**config.mk**
```make
export PLATFORM = sky130hd
export DESIGN_NAME = uart_caps_fifo
export DESIGN_NICKNAME = d
export VERILOG_FILES = /design/src/rtl/uart_caps_fifo.sv
export SDC_FILE = /design/constraint.sdc
export NUM_CORES = 1
export LEC_CHECK = 0
export BUFFER_PORTS_ARGS = -buffer_cell sky130_fd_sc_hd__buf_2
export CAP_MARGIN = 0
export CELL_PAD_IN_SITES_DETAIL_PLACEMENT = 0
export CELL_PAD_IN_SITES_GLOBAL_PLACEMENT = 1
export CORE_UTILIZATION = 41
export CTS_CLUSTER_SIZE = 30
export DETAILED_ROUTE_END_ITERATION = 10
export MAX_ROUTING_LAYER = met4
export PLACE_DENSITY_LB_ADDON = 0.1
export RECOVER_POWER = 50
export SETUP_SLACK_MARGIN = 0.05
export SLEW_MARGIN = 20
export SYNTH_ARGS = -nofsm -noshare
export SYNTH_HDL_FRONTEND = slang
export SYNTH_SLANG_ARGS = --single-unit
export TNS_END_PERCENT = 30
```
**constraint.sdc**
```tcl
create_clock -name i_clk -period 3.25 [get_ports i_clk]
set_input_delay 0.325 -clock i_clk [delete_from_list [all_inputs] [get_ports i_clk]]
set_output_delay 0.325 -clock i_clk [all_outputs]
set_load 0.02 [all_outputs]
```
**src/rtl/uart_caps_fifo.sv**
```systemverilog
// Byte FIFO between a UART receiver and transmitter, with optional lowercase-to-uppercase
// conversion on write, sticky overflow flag and a saturating frame-error drop counter.
module uart_caps_fifo #(
    parameter int unsigned DEPTH   = 8,
    parameter int unsigned CAPS_EN = 1
) (
    input  logic                       i_clk,
    input  logic                       i_rst_n,
    input  logic [7:0]                 i_data,
    input  logic                       i_valid,
    input  logic                       i_err,
    output logic [7:0]                 o_data,
    output logic                       o_valid,
    input  logic                       i_ready,
    output logic [$clog2(DEPTH):0]     o_level,
    output logic                       o_full,
    output logic                       o_overflow,
    input  logic                       i_clr_ovf,
    output logic [7:0]                 o_err_cnt
);

    localparam int unsigned AW = $clog2(DEPTH);
    localparam int unsigned PW = AW + 1;
    localparam logic [PW-1:0] FULL_LVL = PW'(DEPTH);

    logic [7:0]    mem_q [DEPTH];
    logic [PW-1:0] wr_ptr_q, wr_ptr_d;
    logic [PW-1:0] rd_ptr_q, rd_ptr_d;
    logic          ovf_q, ovf_d;
    logic [7:0]    err_cnt_q, err_cnt_d;

    logic [PW-1:0] level;
    logic          full;
    logic          empty;
    logic          good_push;
    logic          pop;
    logic          do_write;
    logic          lost;
    logic [7:0]    wr_byte;

    // Status depends on registered pointers only.
    assign level = wr_ptr_q - rd_ptr_q;
    assign full  = (level == FULL_LVL);
    assign empty = (wr_ptr_q == rd_ptr_q);

    assign good_push = i_valid && !i_err;
    assign pop       = !empty && i_ready;
    // A full FIFO still accepts a byte when the head leaves in the same cycle.
    assign do_write  = good_push && (!full || pop);
    assign lost      = good_push && full && !pop;

    always_comb begin
        wr_byte = i_data;
        if ((CAPS_EN != 0) && (i_data >= 8'h61) && (i_data <= 8'h7A)) begin
            wr_byte = i_data - 8'h20;
        end
    end

    always_comb begin
        wr_ptr_d  = wr_ptr_q;
        rd_ptr_d  = rd_ptr_q;
        ovf_d     = ovf_q;
        err_cnt_d = err_cnt_q;
        if (do_write) begin
            wr_ptr_d = wr_ptr_q + PW'(1);
        end
        if (pop) begin
            rd_ptr_d = rd_ptr_q + PW'(1);
        end
        if (i_clr_ovf) begin
            ovf_d = 1'b0;
        end
        // Set after clear so a same-cycle overflow wins.
        if (lost) begin
            ovf_d = 1'b1;
        end
        if (i_valid && i_err && (err_cnt_q != 8'hFF)) begin
            err_cnt_d = err_cnt_q + 8'd1;
        end
    end

    always_ff @(posedge i_clk or negedge i_rst_n) begin
        if (!i_rst_n) begin
            wr_ptr_q  <= '0;
            rd_ptr_q  <= '0;
            ovf_q     <= 1'b0;
            err_cnt_q <= 8'h00;
        end else begin
            wr_ptr_q  <= wr_ptr_d;
            rd_ptr_q  <= rd_ptr_d;
            ovf_q     <= ovf_d;
            err_cnt_q <= err_cnt_d;
        end
    end

    // Storage is not reset; the pointers alone define what is valid.
    always_ff @(posedge i_clk) begin
        if (do_write) begin
            mem_q[wr_ptr_q[AW-1:0]] <= wr_byte;
        end
    end

    assign o_data     = mem_q[rd_ptr_q[AW-1:0]];
    assign o_valid    = !empty;
    assign o_level    = level;
    assign o_full     = full;
    assign o_overflow = ovf_q;
    assign o_err_cnt  = err_cnt_q;

endmodule

```
==> impl_results.md, run 1 <==
- DRC viols: 0
- Min Tclk post-route: roughly 2.9 ns
- Power Density: 918.7 nW/µm²
- GPL Wtd Cong: about 0.73
- Final WS setup: about 0.36 ns
- Avg Synthesized Cell Area: roughly 16 µm²
- Total Die Area: about 8800 µm²
- CTS tree: built
- Cells after DPL: approximately 360
- FF-to-FF End: mem_q[5][5]
- 1st-iter DRT viols: 91
- Syn Nets: 240
- Setup Skew: 0.01113 ns
- WHS Path Cells: 3
- Hold Buf Count CTS: 1
- Post-Synthesis Cells: 218
- Most frequent cells in the layout: edfxtp_1 (64), nand2_1 (38), buf_2 (20), clkbuf_1 (17), dfrtp_1 (17)
- Cell breakdown of the critical path: ha_1, and3b_1, or3_4, a41oi_4, nand2_1, nor2_1
- # diodes: 0
- Antenna Nets Post-Route: 0
- CP max stage cell: nor2_1
- Worst setup path class: register to register
- Cells resized by post-CTS repair: 0
- Final WL: between 6000 and 7000 µm
- Routed WL per cell: 17.28 µm
- Peak VDD IR: roughly 0.36 mV
- DP HPWL: 4552 µm
- # IOs: 37
- Clock buffer depth: 2
- Largest stage delay on the critical path: 0.64 ns
- GRT Total Usage: roughly 17%
- Leak: between 1 and 1.5 nW
- Cell taking the most area after synthesis: edfxtp_1
- Max Slew Vio Count: 0
- First-pass DRT Iterations: 4
- Hold_sp: i_clr_ovf
- Htree depth: 3
- Final hold violation count: 0
- Yosys warns: 0
- Peak Freq: roughly 350 MHz
- Crit path arrival time: ~2.9 ns
- Leading cell type in the layout, fill and taps excluded: edfxtp_1
- Initial antenna violation count: 0
- Non-Filler Instances: 379
- Worst slew pin tran: 0.9447 ns
- Seq cells post-synth: 81
- Final setup viols: 0
- WP data required: 3.22 ns
- Root Buffer: clkbuf_8
- Area contributors post-synth: edfxtp_1 (56%), dfrtp_1 (12%), mux4_2 (10%)
- GRT Residual Overflow: 0
- Postcts setup bufs: 0
- Status: finished clean
- Maxcap violations: 0
- Layout cells sized above 1: around a quarter
- Cell variety after synth: 37
- Later-pin clock latency in the skew report: roughly 0.34 ns
- Die height: approximately 94 µm
- Syn Std Cell Area: roughly 3500 µm²
- Area growth from synthesis to layout: 15.59%
- DR vias: 1922
- Worst-path clk slew: approximately 0.080 ns
- Largest net degree at the start of global routing: 20
- CTS buffer count: 9
- Vias in the first global route: 1887
- Core Area: between 8000 and 9000 µm²
- Worst hold slack: around 0.26 ns
- Crit start category: register
- Starting Density: between 40 and 50%
- Reg2reg setup slack: ~0.36 ns
- Sequential area share after synthesis: between 60 and 70%
- Hold Path End: o_overflow
- Worst-path fanout max: 8
- Fin crit share: about 90%
- Reg-to-reg startpoint: wr_ptr_q[2]
- Hold crit path type: input port to register
- Number of vias per cell: approximately 5.1
- RSZ-0062 raised after global routing: false
- Worst setup EP type: register
- Util after Layout: around half
- Layout net count: ~290
- Clock sink count: between 80 and 90
- First-pass GRT wire length: around 10000 µm
- Yosys top cell area share: between 50 and 60%
- Setup Slack @ Placement: 0.3324 ns
- PortBufs: 36
- Row count: 33
- Die Wd: 93.74 µm
- Slew headroom: 37.02%
- R2R depth: 6
## sequential cells by signal, summed over array words and instances (netlist names)
signal / cells
mem_q: 64
rd_ptr_q: 4
o_err_cnt: 8
o_overflow: 1
wr_ptr_q: 4
## per-stage QoR
stage / area (µm²) / TNS [ns] / power (W)
after floorplan: 3456 / -0.5558 / 0.002531
after global placement: 3814 / 0 / 0.003038
after detailed placement: 3814 / 0 / 0.003035
after CTS: 4009 / 0 / 0.003732
after global routing: 3989 / 0 / 0.003929
final: 3989 / 0 / 0.003664
## logic make-up (layout without fill, tap and decap cells)
kind of cell | Yosys count | in the layout | share of synthesized area, %
xor+xnor | 16 | 16 | 4.061
mux | 17 | 17 | 10.77
buf+inv | 15 | 71 | 1.704
fa+ha+maj | 8 | 8 | 3.118
compound gates | 12 | 12 | 2.828
simple gates | 69 | 69 | 9.500
flops | 81 | 81 | 68.02
## how the worst max path moves through the flow
| stage | startpoint | end | slack [ns] |
|---|---|---|---|
| 2_1_floorplan | rd_ptr_q[1] | mem_q[0][0] | -0.07 |
| 3_3_place_gp | wr_ptr_q[2] | mem_q[6][6] | 0.38 |
| 3_5_place_dp | wr_ptr_q[2] | mem_q[5][1] | 0.33 |
| 4_1_cts | wr_ptr_q[2] | mem_q[5][5] | 0.32 |
| 5_1_grt | wr_ptr_q[0] | mem_q[6][5] | 0.15 |
| 6_report | wr_ptr_q[2] | mem_q[5][5] | 0.36 |
## worst max-delay path: cells and delay by family (launching register included)
kind | cells | cell delay (ns)
AO/OA/AOI/OAI | 1 | 0.32
AND/OR/NAND/NOR | 4 | 1.40
adder cells (fa/ha/maj) | 1 | 0.37
flip-flops | 1 | 0.44
## cell type report
cell class	count	area [µm²]
sequential	81	2347
inverter	10	37.54
tap	105	131.4
fill	757	4187
clock inverter	5	57.56
multi-input combinational	122	1050
clock buffer	10	127.6
timing repair buffer	46	237.7
## layer usage
layer / GRT usage [%] / routed length, µm / up-vias
met5: - / 0 / -
met4: 5.769 / 77 / 0
met3: 3.883 / 304 / 8
met2: 23.72 / 2932 / 36
met1: 25.25 / 3236 / 964
li1: - / - / 914
## synth_stat cells
cell      instances
xnor2_1          13
and2_1            1
a21o_1            2
a21oi_1           2
o311a_1           1
nor2b_1           1
clkbuf_1          2
and3_2            1
inv_1             9
xor2_1            3
and3b_1           1
o22ai_1           1
fa_1              1
nand4_2           1
mux2_2            1
buf_1             1
nand4_1           3
and2_2            1
clkinv_1          1
edfxtp_1         64
or2_2             1
ha_1              7
nand2b_1          1
nor3_1            3
nand3_1           4
or4_1             1
mux4_2           16
a41oi_4           1
o21ai_0           4
buf_2             2
nand2_1          38
nor2_1            8
or3_4             1
dfrtp_1          17
a22o_1            1
nand2b_2          1
nor4_1            2
## power breakdown
group | switching [W] | leakage [nW] | internal, W
clock | 0.000344 | 0.0860 | 0.000350
sequential | 0.000109 | 0.789 | 0.00128
combinational | 0.000938 | 0.593 | 0.000645
total | 0.00139 | 1.47 | 0.00227
(Power assumes the default switching activity.)
==> inputs of run 2 (changes only) <==
--- a/config.mk
+++ b/config.mk
@@ -7,16 +7,12 @@
 export LEC_CHECK = 0
 export BUFFER_PORTS_ARGS = -buffer_cell sky130_fd_sc_hd__buf_2
 export CAP_MARGIN = 0
-export CELL_PAD_IN_SITES_DETAIL_PLACEMENT = 0
-export CELL_PAD_IN_SITES_GLOBAL_PLACEMENT = 1
 export CORE_UTILIZATION = 41
 export CTS_CLUSTER_SIZE = 30
 export DETAILED_ROUTE_END_ITERATION = 10
 export MAX_ROUTING_LAYER = met4
-export PLACE_DENSITY_LB_ADDON = 0.1
 export RECOVER_POWER = 50
 export SETUP_SLACK_MARGIN = 0.05
-export SLEW_MARGIN = 20
 export SYNTH_ARGS = -nofsm -noshare
 export SYNTH_HDL_FRONTEND = slang
 export SYNTH_SLANG_ARGS = --single-unit
==> run 2 against run 1 <==
Combinational power barely moved. First-iteration DRC count fell by 23%. Critical path type unchanged. Core utilization rose by 0.52 points. Maximum frequency fell by 0.49%. Sequential power barely moved. Register-to-register slack barely moved.
==> impl_results.md, run 2 (synthesized netlist as in run 1, its figures left out) <==
- Status: finished clean (unchanged)
- Antenna Nets Post-Route: 0 (unchanged)
- DRC viols: 0 (unchanged)
- Power Density: 949.9 nW/µm² (was 918.7 nW/µm²)
- Initial antenna violation count: 0 (unchanged)
- GPL Wtd Cong: 0.7698 (was 0.7329)
- Crit path arrival time: 2.88 ns (was 2.85 ns)
- Leading cell type in the layout, fill and taps excluded: edfxtp_1 (unchanged)
- Starting Density: 42.21% (unchanged)
- Worst setup EP type: register (unchanged)
- 1st-iter DRT viols: 70 (was 91)
- Peak Freq: 344.7 MHz (was 346.4 MHz)
- Worst Path Buf+Inv: 1 (was 0)
- Htree depth: 3 (unchanged)
- Worst slew pin tran: 0.9631 ns (was 0.9447 ns)
- Setup TNS: 0 ns (unchanged)
- Crit start category: register (unchanged)
- Cells resized by post-CTS repair: 0 (unchanged)
- GRT Residual Overflow: 0 (unchanged)
- Reg2reg setup slack: 0.35 ns (was 0.36 ns)
- Most frequent cells in the layout: edfxtp_1 (64), nand2_1 (38), buf_2 (20), clkbuf_1 (17), dfrtp_1 (17) (unchanged)
- Die height: 93.74 µm (unchanged)
- Area growth from synthesis to layout: 16.82% (was 15.59%)
- Later-pin clock latency in the skew report: 0.34 ns (about the same)
- Util after Layout: 49.31% (was 48.79%)
- Largest stage delay on the critical path: 0.62 ns (was 0.64 ns)
- RSZ-0062 raised after global routing: false (unchanged)
- DR vias: 1903 (was 1922)
- Clock buffer depth: 2 (unchanged)
- Routed WL per cell: 16.79 µm (was 17.28 µm)
- Worst-path fanout max: 8 (unchanged)
- First-pass GRT wire length: 9577 µm (was 10430 µm)
- Final WL: 6363 µm (was 6551 µm)
- Largest net degree at the start of global routing: 20 (unchanged)
- Max FFs per register: 64 (unchanged)
- # diodes: 0 (unchanged)
- Layout cells sized above 1: 24.82% (was 24.45%)
- Cell breakdown of the critical path: inv_1, fa_1, xnor2_1, nor3_1, a41oi_4, nand2_1, nor2_1 (was ha_1, and3b_1, or3_4, a41oi_4, nand2_1, nor2_1)
- Final hold violation count: 0 (unchanged)
- Die Wd: 93.74 µm (unchanged)
- Core Area: 8175 µm² (unchanged)
- WP data required: 3.23 ns (was 3.22 ns)
- Worst setup path class: register to register (unchanged)
- Largest delay contributor family on the critical path: simple AND/OR/NAND/NOR gates (unchanged)
- Max Slew Vio Count: 0 (unchanged)
- Vias in the first global route: 1862 (was 1887)
- Clock sink count: 81 (unchanged)
- Fill cell total of the finished layout: 716 (was 757)
- PortBufs: 36 (unchanged)
- First-pass DRT Iterations: 4 (unchanged)
- Hold crit path type: input port to register (unchanged)
- Min Tclk post-route: 2.901 ns (was 2.887 ns)
- DP HPWL: 4387 µm (was 4552 µm)
- Layout net count: 291 (was 292)
- Row count: 33 (unchanged)
- Fin crit share: 89.26% (was 88.83%)
- Peak VDD IR: 0.7769 mV (was 0.3608 mV)
- CP max stage cell: nor2_1 (unchanged)
- # IOs: 37 (unchanged)
- Setup Skew: 0.005421 ns (was 0.01113 ns)
- Postcts setup bufs: 0 (unchanged)
- Worst-path clk slew: 0.08 ns (about the same)
- Slew headroom: 35.79% (was 37.02%)
- Total Die Area: 8787 µm² (unchanged)
- CTS buffer count: 9 (unchanged)
- Number of vias per cell: 5.021 (was 5.071)
- Leak: 1.493 nW (was 1.467 nW)
- Final setup viols: 0 (unchanged)
- CTS tree: built (unchanged)
- Root Buffer: clkbuf_8 (unchanged)
- Maxcap violations: 0 (unchanged)
- GRT Total Usage: 15.65% (was 17.22%)
==> run 2: cell count changes in the layout (fill, tap and decap cells not counted) <==
cell,delta
bufinv_16,+2
clkinv_2,+2
buf_4,-1
clkinv_1,-1
clkinv_4,-1
clkinvlp_4,-1
==> run 2: what timing repair did <==
action                                  in CTS  in global routing
endpoints found under the setup margin       0                  0
hold buffers                                 1                  0
hold endpoints to repair                    17                  0
==> run 2: stage by stage <==
step           cell area [µm²]  hold slack [ns]  total power (W)  cells  worst slack (ns)
2_1_floorplan             3456          0.02941         0.002531    218          -0.06947
3_3_place_gp              3806           0.2807         0.003016    362            0.4350
3_5_place_dp              3806           0.2796         0.003030    362            0.3529
4_1_cts                   4051           0.2601         0.003898    379            0.3149
5_1_grt                   4031           0.2688         0.004052    379            0.1113
6_report                  4031           0.2719         0.003829    379            0.3490
==> run 2: worst register-to-register path: stages, from the launching register on <==
cell and delay, ns:
dfrtp_1 0.51, inv_1 0.14, fa_1 0.44, xnor2_1 0.18, nor3_1 0.12, a41oi_4 0.36, nand2_1 0.16, nor2_1 0.62
==> run 2: final timing paths <==
path	depth (start not counted)	from	end
max	7	wr_ptr_q[1]	mem_q[5][7]
min	3	i_clr_ovf	o_overflow
max reg2reg	7	wr_ptr_q[1]	mem_q[5][7]
min reg2reg	1	o_err_cnt[7]	o_err_cnt[7]
max in group asynchronous	2	i_rst_n	o_err_cnt[7]
min in group asynchronous	2	i_rst_n	o_err_cnt[1]
==> run 2: layout make-up <==
| class | instances | area (µm²) | share of cell area [%] |
|---|---|---|---|
| Clock buffer | 10 | 127.6 | 3.166 |
| Clock inverter | 6 | 107.6 | 2.669 |
| Inverter | 10 | 37.54 | 0.9311 |
| Multi-Input combinational cell | 122 | 1050 | 26.04 |
| Sequential cell | 81 | 2347 | 58.22 |
| Tap cell | 105 | 131.4 | 3.259 |
| Timing Repair Buffer | 45 | 230.2 | 5.711 |
==> run 2: power by group <==
| part | internal (W) | total [W] | switching [W] |
|---|---|---|---|
| clock network | 0.000508 | 0.000862 | 0.000354 |
| logic | 0.000639 | 0.00158 | 0.000937 |
| registers | 0.00128 | 0.00139 | 0.000113 |
==> run 2: metal layers <==
metal / vias to the layer above / global-route usage (%) / wire (µm)
met1: 946 / 19.08 / 2907
li1: 918 / - / -
met2: 34 / 25.73 / 3165
met4: 0 / 4.231 / 58
met5: - / - / 0
met3: 5 / 4.369 / 233
==> inputs of run 3 (changes only) <==
--- a/config.mk
+++ b/config.mk
@@ -5,12 +5,16 @@
 export SDC_FILE = /design/constraint.sdc
 export NUM_CORES = 1
 export LEC_CHECK = 0
+export ABC_AREA = 1
 export BUFFER_PORTS_ARGS = -buffer_cell sky130_fd_sc_hd__buf_2
 export CAP_MARGIN = 0
+export CELL_PAD_IN_SITES_DETAIL_PLACEMENT = 1
+export CELL_PAD_IN_SITES_GLOBAL_PLACEMENT = 1
 export CORE_UTILIZATION = 41
 export CTS_CLUSTER_SIZE = 30
 export DETAILED_ROUTE_END_ITERATION = 10
 export MAX_ROUTING_LAYER = met4
+export PLACE_DENSITY_LB_ADDON = 0.1
 export RECOVER_POWER = 50
 export SETUP_SLACK_MARGIN = 0.05
 export SYNTH_ARGS = -nofsm -noshare
==> run 3 against run 2 <==
Via count increased by 36%. Sequential share of layout area fell by 1.5 points. Non-clock buffer count decreased by 5. Global-route usage grew 5.6 points. First-iteration DRC count up 86%. Power rose by 0.58%. Die area up 7.1%. Flip-flop and latch count is the same. Wire length grew 43%. Final area up 2.6%. Clock power down 15%. Largest cell class unchanged.
==> impl_results.md, run 3 <==
- Status: finished clean (unchanged)
- CTS buffer count: 9 (unchanged)
- Maxcap violations: 0 (unchanged)
- Total Die Area: 9408 µm² (was 8787 µm²)
- Top FF cell, synth: edfxtp_1 (unchanged)
- Postcts setup bufs: 0 (unchanged)
- Layout net count: 405 (was 291)
- Crit path arrival time: 2.79 ns (was 2.88 ns)
- Crit start category: register (unchanged)
- Die height: 97.00 µm (was 93.74 µm)
- DP HPWL: 6466 µm (was 4387 µm)
- RSZ-0062 raised after global routing: false (unchanged)
- WP data required: 3.24 ns (was 3.23 ns)
- Number of vias per cell: 5.228 (was 5.021)
- Final WL: 9092 µm (was 6363 µm)
- Sequential area share after synthesis: 63.44% (was 68.02%)
- Clock sink count: 81 (unchanged)
- Worst-path clk slew: 0.08 ns (about the same)
- Clock buffer depth: 2 (unchanged)
- CTS tree: built (unchanged)
- Worst setup EP type: register (unchanged)
- Root Buffer: clkbuf_8 (unchanged)
- Final setup viols: 0 (unchanged)
- Post-Synthesis Cells: 344 (was 218)
- 1st-iter DRT viols: 130 (was 70)
- GRT Residual Overflow: 0 (unchanged)
- Placed cell area: 3970 µm² (was 3806 µm²)
- Hold crit path type: input port to register (unchanged)
- Starting Density: 42.42% (was 42.21%)
- Core Area: 8721 µm² (was 8175 µm²)
- Setup Skew: 0.007339 ns (was 0.005421 ns)
- Worst-path fanout max: 9 (was 8)
- Synth top cells by count: edfxtp_1 (64), nand2_1 (64), nor2_1 (54) (was edfxtp_1 (64), nand2_1 (38), dfrtp_1 (17))
- Htree depth: 3 (unchanged)
- Leak: 1.625 nW (was 1.493 nW)
- Peak Freq: 356.3 MHz (was 344.7 MHz)
- Final hold violation count: 0 (unchanged)
- Most frequent cells in the layout: nand2_1 (64), edfxtp_1 (64), nor2_1 (55), o21ai_0 (32), buf_2 (21) (was edfxtp_1 (64), nand2_1 (38), buf_2 (20), clkbuf_1 (17), dfrtp_1 (17))
- GRT Total Usage: 21.28% (was 15.65%)
- Initial antenna violation count: 0 (unchanged)
- Post-route cell area: 4135 µm² (was 4031 µm²)
- Yosys warns: 0 (unchanged)
- Row count: 34 (was 33)
- Worst slew pin tran: 1.012 ns (was 0.9631 ns)
- Min Tclk post-route: 2.807 ns (was 2.901 ns)
- # diodes: 0 (unchanged)
- Largest net degree at the start of global routing: 36 (was 20)
- Layout cells sized above 1: 13.92% (was 24.82%)
- GPL Wtd Cong: 0.8066 (was 0.7698)
- DRC viols: 0 (unchanged)
- Fill cell total of the finished layout: 992 (was 716)
- Max Slew Vio Count: 0 (unchanged)
- WHS Path Cells: 2 (was 3)
- Peak VDD IR: 0.3260 mV (was 0.7769 mV)
- PortBufs: 36 (unchanged)
- Max FFs per register: 64 (unchanged)
- Syn Nets: 366 (was 240)
- Die Wd: 97.00 µm (was 93.74 µm)
- Syn Std Cell Area: 3700 µm² (was 3451 µm²)
- First-pass GRT wire length: 14700 µm (was 9577 µm)
- Area growth from synthesis to layout: 11.77% (was 16.82%)
- Avg Synthesized Cell Area: 10.76 µm² (was 15.83 µm²)
- Antenna Nets Post-Route: 0 (unchanged)
- Worst setup path class: register to register (unchanged)
- Vias in the first global route: 2610 (was 1862)
- Routed WL per cell: 18.33 µm (was 16.79 µm)
- Slew headroom: 32.51% (was 35.79%)
- Seq cells post-synth: 81 (unchanged)
- Cell variety after synth: 30 (was 37)
- First-pass DRT Iterations: 4 (unchanged)
- Cell taking the most area after synthesis: edfxtp_1 (unchanged)
- Area contributors post-synth: edfxtp_1 (52%), dfrtp_1 (11%), nand2_1 (6.5%) (was edfxtp_1 (56%), dfrtp_1 (12%), mux4_2 (10%))
- Yosys top cell area share: 51.94% (was 55.69%)
- Later-pin clock latency in the skew report: 0.35 ns (was 0.34 ns)
- Fin crit share: 86.36% (was 89.26%)
- # IOs: 37 (unchanged)
- Reg2reg setup slack: 0.44 ns (was 0.35 ns)
- Asr flop ratio synth: 20.99% (unchanged)
- Setup TNS: 0 ns (unchanged)
- Power Density: 931.4 nW/µm² (was 949.9 nW/µm²)
- DR vias: 2593 (was 1903)
- R2R depth: 8 (was 7)
- EDFF count, synth: 64 (unchanged)
[run 3: changes by cell type in the layout (fill, tap and decap cells not counted), sizes merged, moves of 14 or more]
| cell | delta |
|---|---|
| o21ai | +32 |
| inv | +15 |
| nand2 | +31 |
| nand3 | +14 |
| nor2 | +49 |
| mux4 | -16 |
[run 3: final timing paths]
kind	endpoint	start
max	mem_q[5][5]	wr_ptr_q[0]
min	o_overflow	i_clr_ovf
max reg2reg	mem_q[5][5]	wr_ptr_q[0]
min reg2reg	wr_ptr_q[3]	wr_ptr_q[3]
max in group asynchronous	rd_ptr_q[2]	i_rst_n
min in group asynchronous	o_err_cnt[5]	i_rst_n
[run 3: layout make-up]
class                           count  area [µm²]  share of cell area, %
Clock buffer                       10       127.6                  3.086
Tap cell                          108       135.1                  3.268
Sequential cell                    81        2347                  56.76
Clock inverter                      6       66.31                  1.604
Timing Repair Buffer               40       190.2                  4.599
Multi-Input combinational cell    227        1177                  28.47
Inverter                           24       91.34                  2.209
[run 3: power breakdown]
group | internal [W] | switching [W] | leakage [nW]
combinational | 0.000536 | 0.00120 | 0.730
sequential | 0.00126 | 0.000123 | 0.794
clock | 0.000358 | 0.000371 | 0.101
[run 3: stage by stage]
step                      worst slack, ns  hold slack (ns)  util, %  cells  total power, W
after floorplan                    0.5645          0.02941        -    344        0.002631
after global placement             0.6133           0.2847    45.52    479        0.003136
after detailed placement           0.4231           0.2821    45.52    479        0.003163
after CTS                          0.3888           0.1518    47.86    496        0.003898
after global routing               0.2309           0.1866    47.42    496        0.004103
final                              0.4434           0.1613    47.42    496        0.003852
[run 3: metal layers]
metal,wire (µm),GRT usage [%],vias to the layer above
li1,-,-,1247
met1,4351,30.00,1273
met2,4206,31.37,56
met3,367,3.179,17
met4,166,7.807,0
met5,0,-,-
[run 3: logic make-up after synthesis]
family          Yosys count  synth area share [%]
mux                       1                0.3043
xor+xnor                 12                 2.841
fa+ha+maj                 8                 2.908
simple gates            151                 18.46
buf+inv                  36                 4.329
flops                    81                 63.44
compound gates           55                 7.710
[run 3: repair_timing]
item	in CTS	in global routing
resized for setup	0	0
endpoints found under the hold margin	17	0
hold buffers	1	0
[run 3: worst max-delay path, cell delays in order, from the launching register on]
cell and delay (ns):
dfrtp_1 0.47, inv_1 0.13, ha_1 0.25, fa_1 0.40, xnor2_1 0.30, nor2_4 0.07
nand3_4 0.12, nand2_4 0.12, nor2_1 0.58
